==> src/rtl/maxp_unit_if.sv <==
// maxp_unit_if: stream/result bundle between the pooling controller and maxp_unit.
//   master side (controller / bench): drives start, base_addr, n_out, relu_en,
//                                     unit_en, din, win_last; observes the results.
//   slave side  (maxp_unit):          consumes the stream; drives dout, dout_addr,
//                                     unit_we, busy, err.
interface maxp_unit_if #(
  parameter int DATA_SIZE = 16,
  parameter int ADDR_SIZE = 16
);
  logic                 start;
  logic [ADDR_SIZE-1:0] base_addr;
  logic [ADDR_SIZE-1:0] n_out;
  logic                 relu_en;
  logic                 unit_en;
  logic [DATA_SIZE-1:0] din;
  logic                 win_last;
  logic [DATA_SIZE-1:0] dout;
  logic [ADDR_SIZE-1:0] dout_addr;
  logic                 unit_we;
  logic                 busy;
  logic                 err;

  modport master (
    output start, base_addr, n_out, relu_en, unit_en, din, win_last,
    input  dout, dout_addr, unit_we, busy, err
  );

  modport slave (
    input  start, base_addr, n_out, relu_en, unit_en, din, win_last,
    output dout, dout_addr, unit_we, busy, err
  );
endinterface

==> src/rtl/maxp_unit.sv <==
// maxp_unit: max-pool datapath stage. Reduces each window of the element stream
// (qualified by unit_en, closed by win_last) to its signed maximum, optionally
// clamps negatives to zero, and writes one result per window to consecutive
// output-buffer addresses.
// Ports:
//   clk  - rising-edge clock
//   rst  - asynchronous, active-low reset
//   bus  - maxp_unit_if.slave: layer setup (start, base_addr, n_out, relu_en),
//          element stream (unit_en, din, win_last) and results
//          (dout, dout_addr, unit_we, busy, err)
module maxp_unit #(
  parameter int DATA_SIZE = 16,
  parameter int ADDR_SIZE = 16
) (
  input  logic        clk,
  input  logic        rst,
  maxp_unit_if.slave  bus
);

  typedef enum logic [0:0] {
    ST_IDLE = 1'b0,
    ST_ACC  = 1'b1
  } state_t;

  state_t                       state_r;
  logic signed [DATA_SIZE-1:0]  acc_r;
  logic                         first_r;
  logic        [ADDR_SIZE-1:0]  cnt_r;
  logic        [ADDR_SIZE-1:0]  n_out_r;
  logic        [ADDR_SIZE-1:0]  addr_r;
  logic                         relu_r;
  logic signed [DATA_SIZE-1:0]  dout_r;
  logic        [ADDR_SIZE-1:0]  dout_addr_r;
  logic                         unit_we_r;
  logic                         busy_r;
  logic                         err_r;

  logic signed [DATA_SIZE-1:0]  din_s;
  logic signed [DATA_SIZE-1:0]  max_s;
  logic signed [DATA_SIZE-1:0]  res_s;
  logic        [ADDR_SIZE-1:0]  cnt_next_s;
  logic                         last_win_s;

  // Signed maximum; on a tie the accumulator value is kept.
  function automatic logic signed [DATA_SIZE-1:0] signed_max(
    input logic signed [DATA_SIZE-1:0] a,
    input logic signed [DATA_SIZE-1:0] b
  );
    return (b > a) ? b : a;
  endfunction

  // Running maximum including the current element, relu result and window count.
  always_comb begin
    din_s      = bus.din;
    max_s      = first_r ? din_s : signed_max(acc_r, din_s);
    res_s      = (relu_r && max_s[DATA_SIZE-1]) ? {DATA_SIZE{1'b0}} : max_s;
    cnt_next_s = cnt_r + {{(ADDR_SIZE-1){1'b0}}, 1'b1};
    last_win_s = (cnt_next_s == n_out_r);
  end

  // Control FSM and datapath registers; all outputs come straight from flops.
  always_ff @(posedge clk or negedge rst) begin
    if (!rst) begin
      state_r     <= ST_IDLE;
      acc_r       <= {DATA_SIZE{1'b0}};
      first_r     <= 1'b0;
      cnt_r       <= {ADDR_SIZE{1'b0}};
      n_out_r     <= {ADDR_SIZE{1'b0}};
      addr_r      <= {ADDR_SIZE{1'b0}};
      relu_r      <= 1'b0;
      dout_r      <= {DATA_SIZE{1'b0}};
      dout_addr_r <= {ADDR_SIZE{1'b0}};
      unit_we_r   <= 1'b0;
      busy_r      <= 1'b0;
      err_r       <= 1'b0;
    end else begin
      unit_we_r <= 1'b0;
      if (bus.start) begin
        // start wins over any element in the same cycle; a partial window is discarded.
        addr_r  <= bus.base_addr;
        n_out_r <= bus.n_out;
        relu_r  <= bus.relu_en;
        cnt_r   <= {ADDR_SIZE{1'b0}};
        first_r <= 1'b1;
        err_r   <= 1'b0;
        if (bus.n_out != {ADDR_SIZE{1'b0}}) begin
          state_r <= ST_ACC;
          busy_r  <= 1'b1;
        end else begin
          state_r <= ST_IDLE;
          busy_r  <= 1'b0;
        end
      end else begin
        case (state_r)
          ST_IDLE: begin
            busy_r <= 1'b0;
            if (bus.unit_en) begin
              err_r <= 1'b1;
            end
          end
          ST_ACC: begin
            if (bus.unit_en) begin
              if (bus.win_last) begin
                unit_we_r   <= 1'b1;
                dout_r      <= res_s;
                dout_addr_r <= addr_r;
                addr_r      <= addr_r + {{(ADDR_SIZE-1){1'b0}}, 1'b1};
                cnt_r       <= cnt_next_s;
                first_r     <= 1'b1;
                if (last_win_s) begin
                  state_r <= ST_IDLE;
                  busy_r  <= 1'b0;
                end
              end else begin
                acc_r   <= max_s;
                first_r <= 1'b0;
              end
            end
          end
          default: begin
            state_r <= ST_IDLE;
            busy_r  <= 1'b0;
          end
        endcase
      end
    end
  end

  assign bus.dout      = dout_r;
  assign bus.dout_addr = dout_addr_r;
  assign bus.unit_we   = unit_we_r;
  assign bus.busy      = busy_r;
  assign bus.err       = err_r;

endmodule

==> src/flat_wrapper.sv <==
// flat-port wrapper written by rule: the top's interface ports become plain ports
module maxp_unit_flat 
#(
  parameter int DATA_SIZE = 16,
  parameter int ADDR_SIZE = 16
)
  (clk, rst, bus_start, bus_base_addr, bus_n_out, bus_relu_en, bus_unit_en, bus_din, bus_win_last, bus_dout, bus_dout_addr, bus_unit_we, bus_busy, bus_err);
  maxp_unit_if #(.DATA_SIZE(DATA_SIZE), .ADDR_SIZE(ADDR_SIZE)) bus_i ();
  input  logic clk;
  input  logic rst;
  input wire logic [$bits(bus_i.start)-1:0] bus_start;
  input wire logic [$bits(bus_i.base_addr)-1:0] bus_base_addr;
  input wire logic [$bits(bus_i.n_out)-1:0] bus_n_out;
  input wire logic [$bits(bus_i.relu_en)-1:0] bus_relu_en;
  input wire logic [$bits(bus_i.unit_en)-1:0] bus_unit_en;
  input wire logic [$bits(bus_i.din)-1:0] bus_din;
  input wire logic [$bits(bus_i.win_last)-1:0] bus_win_last;
  output wire logic [$bits(bus_i.dout)-1:0] bus_dout;
  output wire logic [$bits(bus_i.dout_addr)-1:0] bus_dout_addr;
  output wire logic [$bits(bus_i.unit_we)-1:0] bus_unit_we;
  output wire logic [$bits(bus_i.busy)-1:0] bus_busy;
  output wire logic [$bits(bus_i.err)-1:0] bus_err;
  assign bus_i.start = bus_start;
  assign bus_i.base_addr = bus_base_addr;
  assign bus_i.n_out = bus_n_out;
  assign bus_i.relu_en = bus_relu_en;
  assign bus_i.unit_en = bus_unit_en;
  assign bus_i.din = bus_din;
  assign bus_i.win_last = bus_win_last;
  assign bus_dout = bus_i.dout;
  assign bus_dout_addr = bus_i.dout_addr;
  assign bus_unit_we = bus_i.unit_we;
  assign bus_busy = bus_i.busy;
  assign bus_err = bus_i.err;
  maxp_unit #(.DATA_SIZE(DATA_SIZE), .ADDR_SIZE(ADDR_SIZE)) u_core (.clk(clk), .rst(rst), .bus(bus_i));
endmodule
==> config.mk <==
export PLATFORM = sky130hd
export DESIGN_NAME = maxp_unit_flat
export DESIGN_NICKNAME = d
export VERILOG_FILES = /design/src/rtl/maxp_unit_if.sv /design/src/rtl/maxp_unit.sv /design/src/flat_wrapper.sv
export SDC_FILE = /design/constraint.sdc
export NUM_CORES = 1
export LEC_CHECK = 0
export CORE_MARGIN = 2
export CORE_UTILIZATION = 40
export DETAILED_ROUTE_END_ITERATION = 6
export GPL_TIMING_DRIVEN = 0
export PLACE_DENSITY = 0.65
export SLEW_MARGIN = 10
export SYNTH_ARGS = -nofsm -noshare
export SYNTH_HDL_FRONTEND = slang
export SYNTH_SLANG_ARGS = --single-unit
==> constraint.sdc <==
create_clock -name clk -period 4.62 [get_ports clk]
set_input_delay 0.693 -clock clk [delete_from_list [all_inputs] [get_ports clk]]
set_output_delay 0.693 -clock clk [all_outputs]
set_load 0.01 [all_outputs]
==> metrics.md <==
| Metric | Value |
|---|---|
| Portion of the post-synthesis area used by sequential elements | `0.478` |
| Arrival time reported for the critical path endpoint | `3.82 ns` |
| Worst setup SP type | `input port` |
| Total length of routed wires | `12300 um` |
| Fin. max-slew vios | `0` |
| Avg Synthesized Cell Area | `10.1 um^2` |
| Overall overflow remaining after global route | `0` |
| Number of storage elements in the synthesis netlist | `102` |
| Slew of the pin with the lowest slew margin | `0.691 ns` |
| Ys async rst share | `1.00` |
| Sum of internal, switching and leakage power | `2.49 mW` |
| Cell total after placement | `791` |
| Slowest cell on crit path | `sky130_fd_sc_hd__clkdlybuf4s50_1` |
| Cell at the root of the clock tree | `sky130_fd_sc_hd__clkbuf_16` |
| Combinational family with the most area after synthesis | `simple AND/OR/NAND/NOR gates` |
| Post-synthesis xor/xnor area fraction | `0.0771` |
| DP HPWL | `9290 um` |
| DIE AREA | `0.0143 mm^2` |
| Clock sink total | `102` |
| Number of primary I/O pins | `89` |
| Post-layout instance count excluding filler cells | `807` |
| Sum of negative setup slack | `0 ns` |
| Die width | `120 um` |
| Number of hold-repair buffers added at the cts stage | `0` |
| Synth warn | `0` |
| Remaining routing DRC violations | `0` |
| Sw power | `701 uW` |
| Outcome | `finished, final reports clean` |
| Core ar. | `0.0131 mm^2` |
| Cell area after synthesis | `0.00534 mm^2` |
| Library cell occupying the most area in the post-synthesis netlist | `sky130_fd_sc_hd__dfrtp_1` |
| Peak Freq | `0.279 GHz` |
| Buffers and inverters on the worst path | `3` |
| Final setup skew | `0.00962 ns` |
| Lkg Pwr | `2.84 nW` |
| Critical Setup Path Class | `in -> reg` |
| Synth Area in Compound Gates | `0.0935` |
| WP data required | `4.86 ns` |
| Utilization of the core after routing | `0.516` |
| Type of the worst min-delay path | `in -> async` |
| Post-synth top area share | `0.478` |
| Cell family contributing the most delay on the critical path | `simple AND/OR/NAND/NOR gates` |
| Initial antenna violation count | `0` |
| CP cell instances | `clkdlybuf4s50_1 > ha_1 > nand4_1 > nor4_1 > a21boi_1 > or4_1 > a31oi_1 > buf_6 > nor4_4 > buf_4 > mux2_2` |
| Crit path max fanout | `10` |
| Number of DRC markers after the initial detailed-route iteration | `290` |
| Number of antenna-violating nets in the routed design | `0` |
| Relative max-transition margin | `0.540` |
| Total inserted antenna cells | `0` |
| First-pass GRT wire length | `20600 um` |
| Row count | `42` |
| Relative contribution of sequential cells to total power | `0.448` |
| Number of nets in the final layout | `698` |
| Via density | `5.20` |
| RD Place Congestion | `0.861` |
| Later-pin clock latency in the skew report | `0.35 ns` |
| Number of iterations in the first detailed-routing pass | `5` |
| H-tree depth reported by CTS | `3` |
| Vertical die dimension | `120 um` |
| Setup Fix Bufs, Post-CTS | `0` |
| RSZ-0062 raised after global routing | `no` |
| Synthesized instance count | `526` |
| Register clock-pin slew on the reported worst setup and hold paths | `0.07 ns` |
| Min Tclk post-route | `3.58 ns` |
| Share of synthesized area spent on multiplexers | `0.108` |
| Initial standard-cell utilization of the core | `0.406` |
| Fin crit share | `0.775` |
| Simple-gate share of the synthesized area | `0.165` |
| Count of input and output buffers | `88` |
| Maximum number of buffers from clock root to sink | `2` |
| Fillcell total | `1188` |
| Maximum resistive drop on vdd | `0.172 mV` |
| Clock tree from TritonCTS | `yes` |
| Pre-CTS WS | `0.681 ns` |
| Total vias in the final route | `4193` |
| Number of CTS-inserted buffers | `9` |
| Vias in the first global route | `4210` |
| Internal power | `1.79 mW` |
| Endpoint class of the critical path | `flip-flop` |
| Delay of the slowest critical-path stage | `0.49 ns` |
| Number of distinct library cells after synthesis | `46` |
| Final count of hold timing violations | `0` |
| Number of maximum-capacitance constraint violations | `0` |
| Clk pwr share | `0.319` |
| Arithmetic-cell share of the synthesized area counting full adders, half adders and majority gates | `0.0422` |
| Worst-case setup margin in the final layout | `1.04 ns` |
| Total of endpoints with negative setup slack in the final report | `0` |
| Power density over cell area | `368 mW/mm^2` |
| Switching part of the total | `0.281` |
| Synthesized net count | `598` |
| Cells taking the most area after synthesis | `sky130_fd_sc_hd__dfrtp_1 48%, sky130_fd_sc_hd__nand2_1 7.5%, sky130_fd_sc_hd__mux2_2 7.2%` |
| Relative area change from synthesis to final layout | `27.0%` |
| Post-synth EDFFs | `0` |
| Total track usage | `0.182` |
| Most used DFF post-synth | `sky130_fd_sc_hd__dfrtp_1` |
| Pin count of the biggest net entering global routing | `68` |
| Fraction of final layout cells with drive strength greater than 1 | `0.109` |
| Cells resized by post-CTS repair | `0` |
| Comb power frac | `0.232` |
| Wire per inst | `15.3 um` |
==> through the flow <==
| step | area [um^2] | hold slack, ns |
|---|---|---|
| floorplan | 5340 | 0.397 |
| global placement | 6440 | 0.463 |
| detailed placement | 6470 | 0.466 |
| CTS | 6780 | 0.233 |
| global route | 6780 | 0.247 |
| finish | 6780 | 0.228 |
==> worst reg2reg max path, cell delays in order, from the launching register on <==
cell	delay, ns
sky130_fd_sc_hd__dfrtp_1	0.38
sky130_fd_sc_hd__inv_1	0.06
sky130_fd_sc_hd__ha_1	0.32
sky130_fd_sc_hd__nand4_1	0.14
sky130_fd_sc_hd__nor4_1	0.36
sky130_fd_sc_hd__a21boi_1	0.26
sky130_fd_sc_hd__or4_1	0.15
sky130_fd_sc_hd__a31oi_1	0.09
sky130_fd_sc_hd__buf_6	0.18
sky130_fd_sc_hd__nor4_4	0.42
sky130_fd_sc_hd__buf_4	0.30
sky130_fd_sc_hd__mux2_2	0.36
==> placed cells by master (no fill, tap or decap), types with 2 or more instances in the layout <==
master                            count
sky130_fd_sc_hd__nand2_1            106
sky130_fd_sc_hd__dfrtp_1            102
sky130_fd_sc_hd__clkdlybuf4s50_1     87
sky130_fd_sc_hd__mux2_2              34
sky130_fd_sc_hd__xor2_1              26
sky130_fd_sc_hd__nor2_1              24
sky130_fd_sc_hd__xnor2_1             21
sky130_fd_sc_hd__clkbuf_1            20
sky130_fd_sc_hd__o21ai_0             20
sky130_fd_sc_hd__inv_1               19
sky130_fd_sc_hd__mux2i_1             18
sky130_fd_sc_hd__ha_1                18
sky130_fd_sc_hd__nand3_1             15
sky130_fd_sc_hd__nand4_1             12
sky130_fd_sc_hd__a21oi_1             12
sky130_fd_sc_hd__o31ai_2             10
sky130_fd_sc_hd__clkbuf_16            9
sky130_fd_sc_hd__nor4_1               7
sky130_fd_sc_hd__o31ai_1              7
sky130_fd_sc_hd__and3_1               6
sky130_fd_sc_hd__and4_1               5
sky130_fd_sc_hd__a31oi_1              5
sky130_fd_sc_hd__nor3_1               4
sky130_fd_sc_hd__buf_6                4
sky130_fd_sc_hd__or3_1                3
sky130_fd_sc_hd__a211oi_1             3
sky130_fd_sc_hd__nand2b_1             3
sky130_fd_sc_hd__buf_1                2
sky130_fd_sc_hd__nor2b_1              2
sky130_fd_sc_hd__o21a_1               2
sky130_fd_sc_hd__clkbuf_8             2
==> per-layer routing <==
layer,share of wire,vias to the layer above,GRT usage
li1,-,2024,-
met1,0.46,2045,0.244
met2,0.48,106,0.294
met3,0.043,18,0.0318
met4,0.021,0,0.0743
met5,0,-,0
==> Yosys cell counts (all sizes together), types with 5 or more instances <==
master and count:
a21oi 12, a31oi 5, and3 6, and4 5, buf 6, clkbuf 19
dfrtp 102, ha 18, inv 19, mux2 34, mux2i 19, nand2 106
nand3 15, nand4 12, nor2 24, nor4 8, o21ai 21, o31ai 17
xnor2 21, xor2 26
==> path summary, 6_finish.rpt <==
kind	from	to	slack, ns	cells past startpoint
worst max-delay path	bus_din[15]	u_core.acc_r[12]$_DFFE_PN0P_	1.04	11
worst min-delay path	rst	u_core.bus.dout[6]$_DFFE_PN0P_	0.23	1
worst max register to register	u_core.acc_r[15]$_DFFE_PN0P_	u_core.acc_r[12]$_DFFE_PN0P_	1.48	11
worst min register to register	u_core.bus.dout_addr[5]$_DFFE_PN0P_	u_core.bus.dout_addr[5]$_DFFE_PN0P_	0.48	2
max in group asynchronous	rst	u_core.n_out_r[2]$_DFFE_PN0P_	3.74	2
min in group clk	u_core.bus.dout_addr[5]$_DFFE_PN0P_	u_core.bus.dout_addr[5]$_DFFE_PN0P_	0.48	2
==> layout make-up <==
cell class / count / area, um^2 / share of cell area
well taps: 176 / 220 / 0.0325
clock buffers: 12 / 256 / 0.0378
flip-flops and latches: 102 / 2550 / 0.377
repair buffers: 89 / 910 / 0.134
inverters: 20 / 75.1 / 0.0111
clock inverters: 4 / 52.6 / 0.00775
plain buffers: 25 / 120 / 0.0177
multi-input cells: 379 / 2590 / 0.382
==> kinds of logic after synthesis <==
logic type,count (synthesis)
fa+ha+maj,18
simple gates,191
buf+inv,45
xor+xnor,47
flops,102
mux,53
compound gates,70
==> flip-flops by register name, indices dropped and copies added (netlist names) <==
register,count
u_core.relu_r,1
u_core.bus.dout,16
u_core.bus.err,1
u_core.bus.unit_we,1
u_core.state_r,1
u_core.bus.dout_addr,16
u_core.addr_r,16
u_core.first_r,1
u_core.bus.busy,1
u_core.n_out_r,16
u_core.acc_r,16
u_core.cnt_r,16
==> power groups by stage <==
stage / clock [mW] / sequential [mW] / combinational (mW)
global route: 0.851 / 1.14 / 0.642
detailed placement: 0 / 1.13 / 0.583
global placement: 0 / 1.13 / 0.570
finish: 0.796 / 1.12 / 0.579
CTS: 0.812 / 1.12 / 0.587
floorplan: 0 / 1.14 / 0.292
No activity file was read; power rests on OpenSTA's default activity.
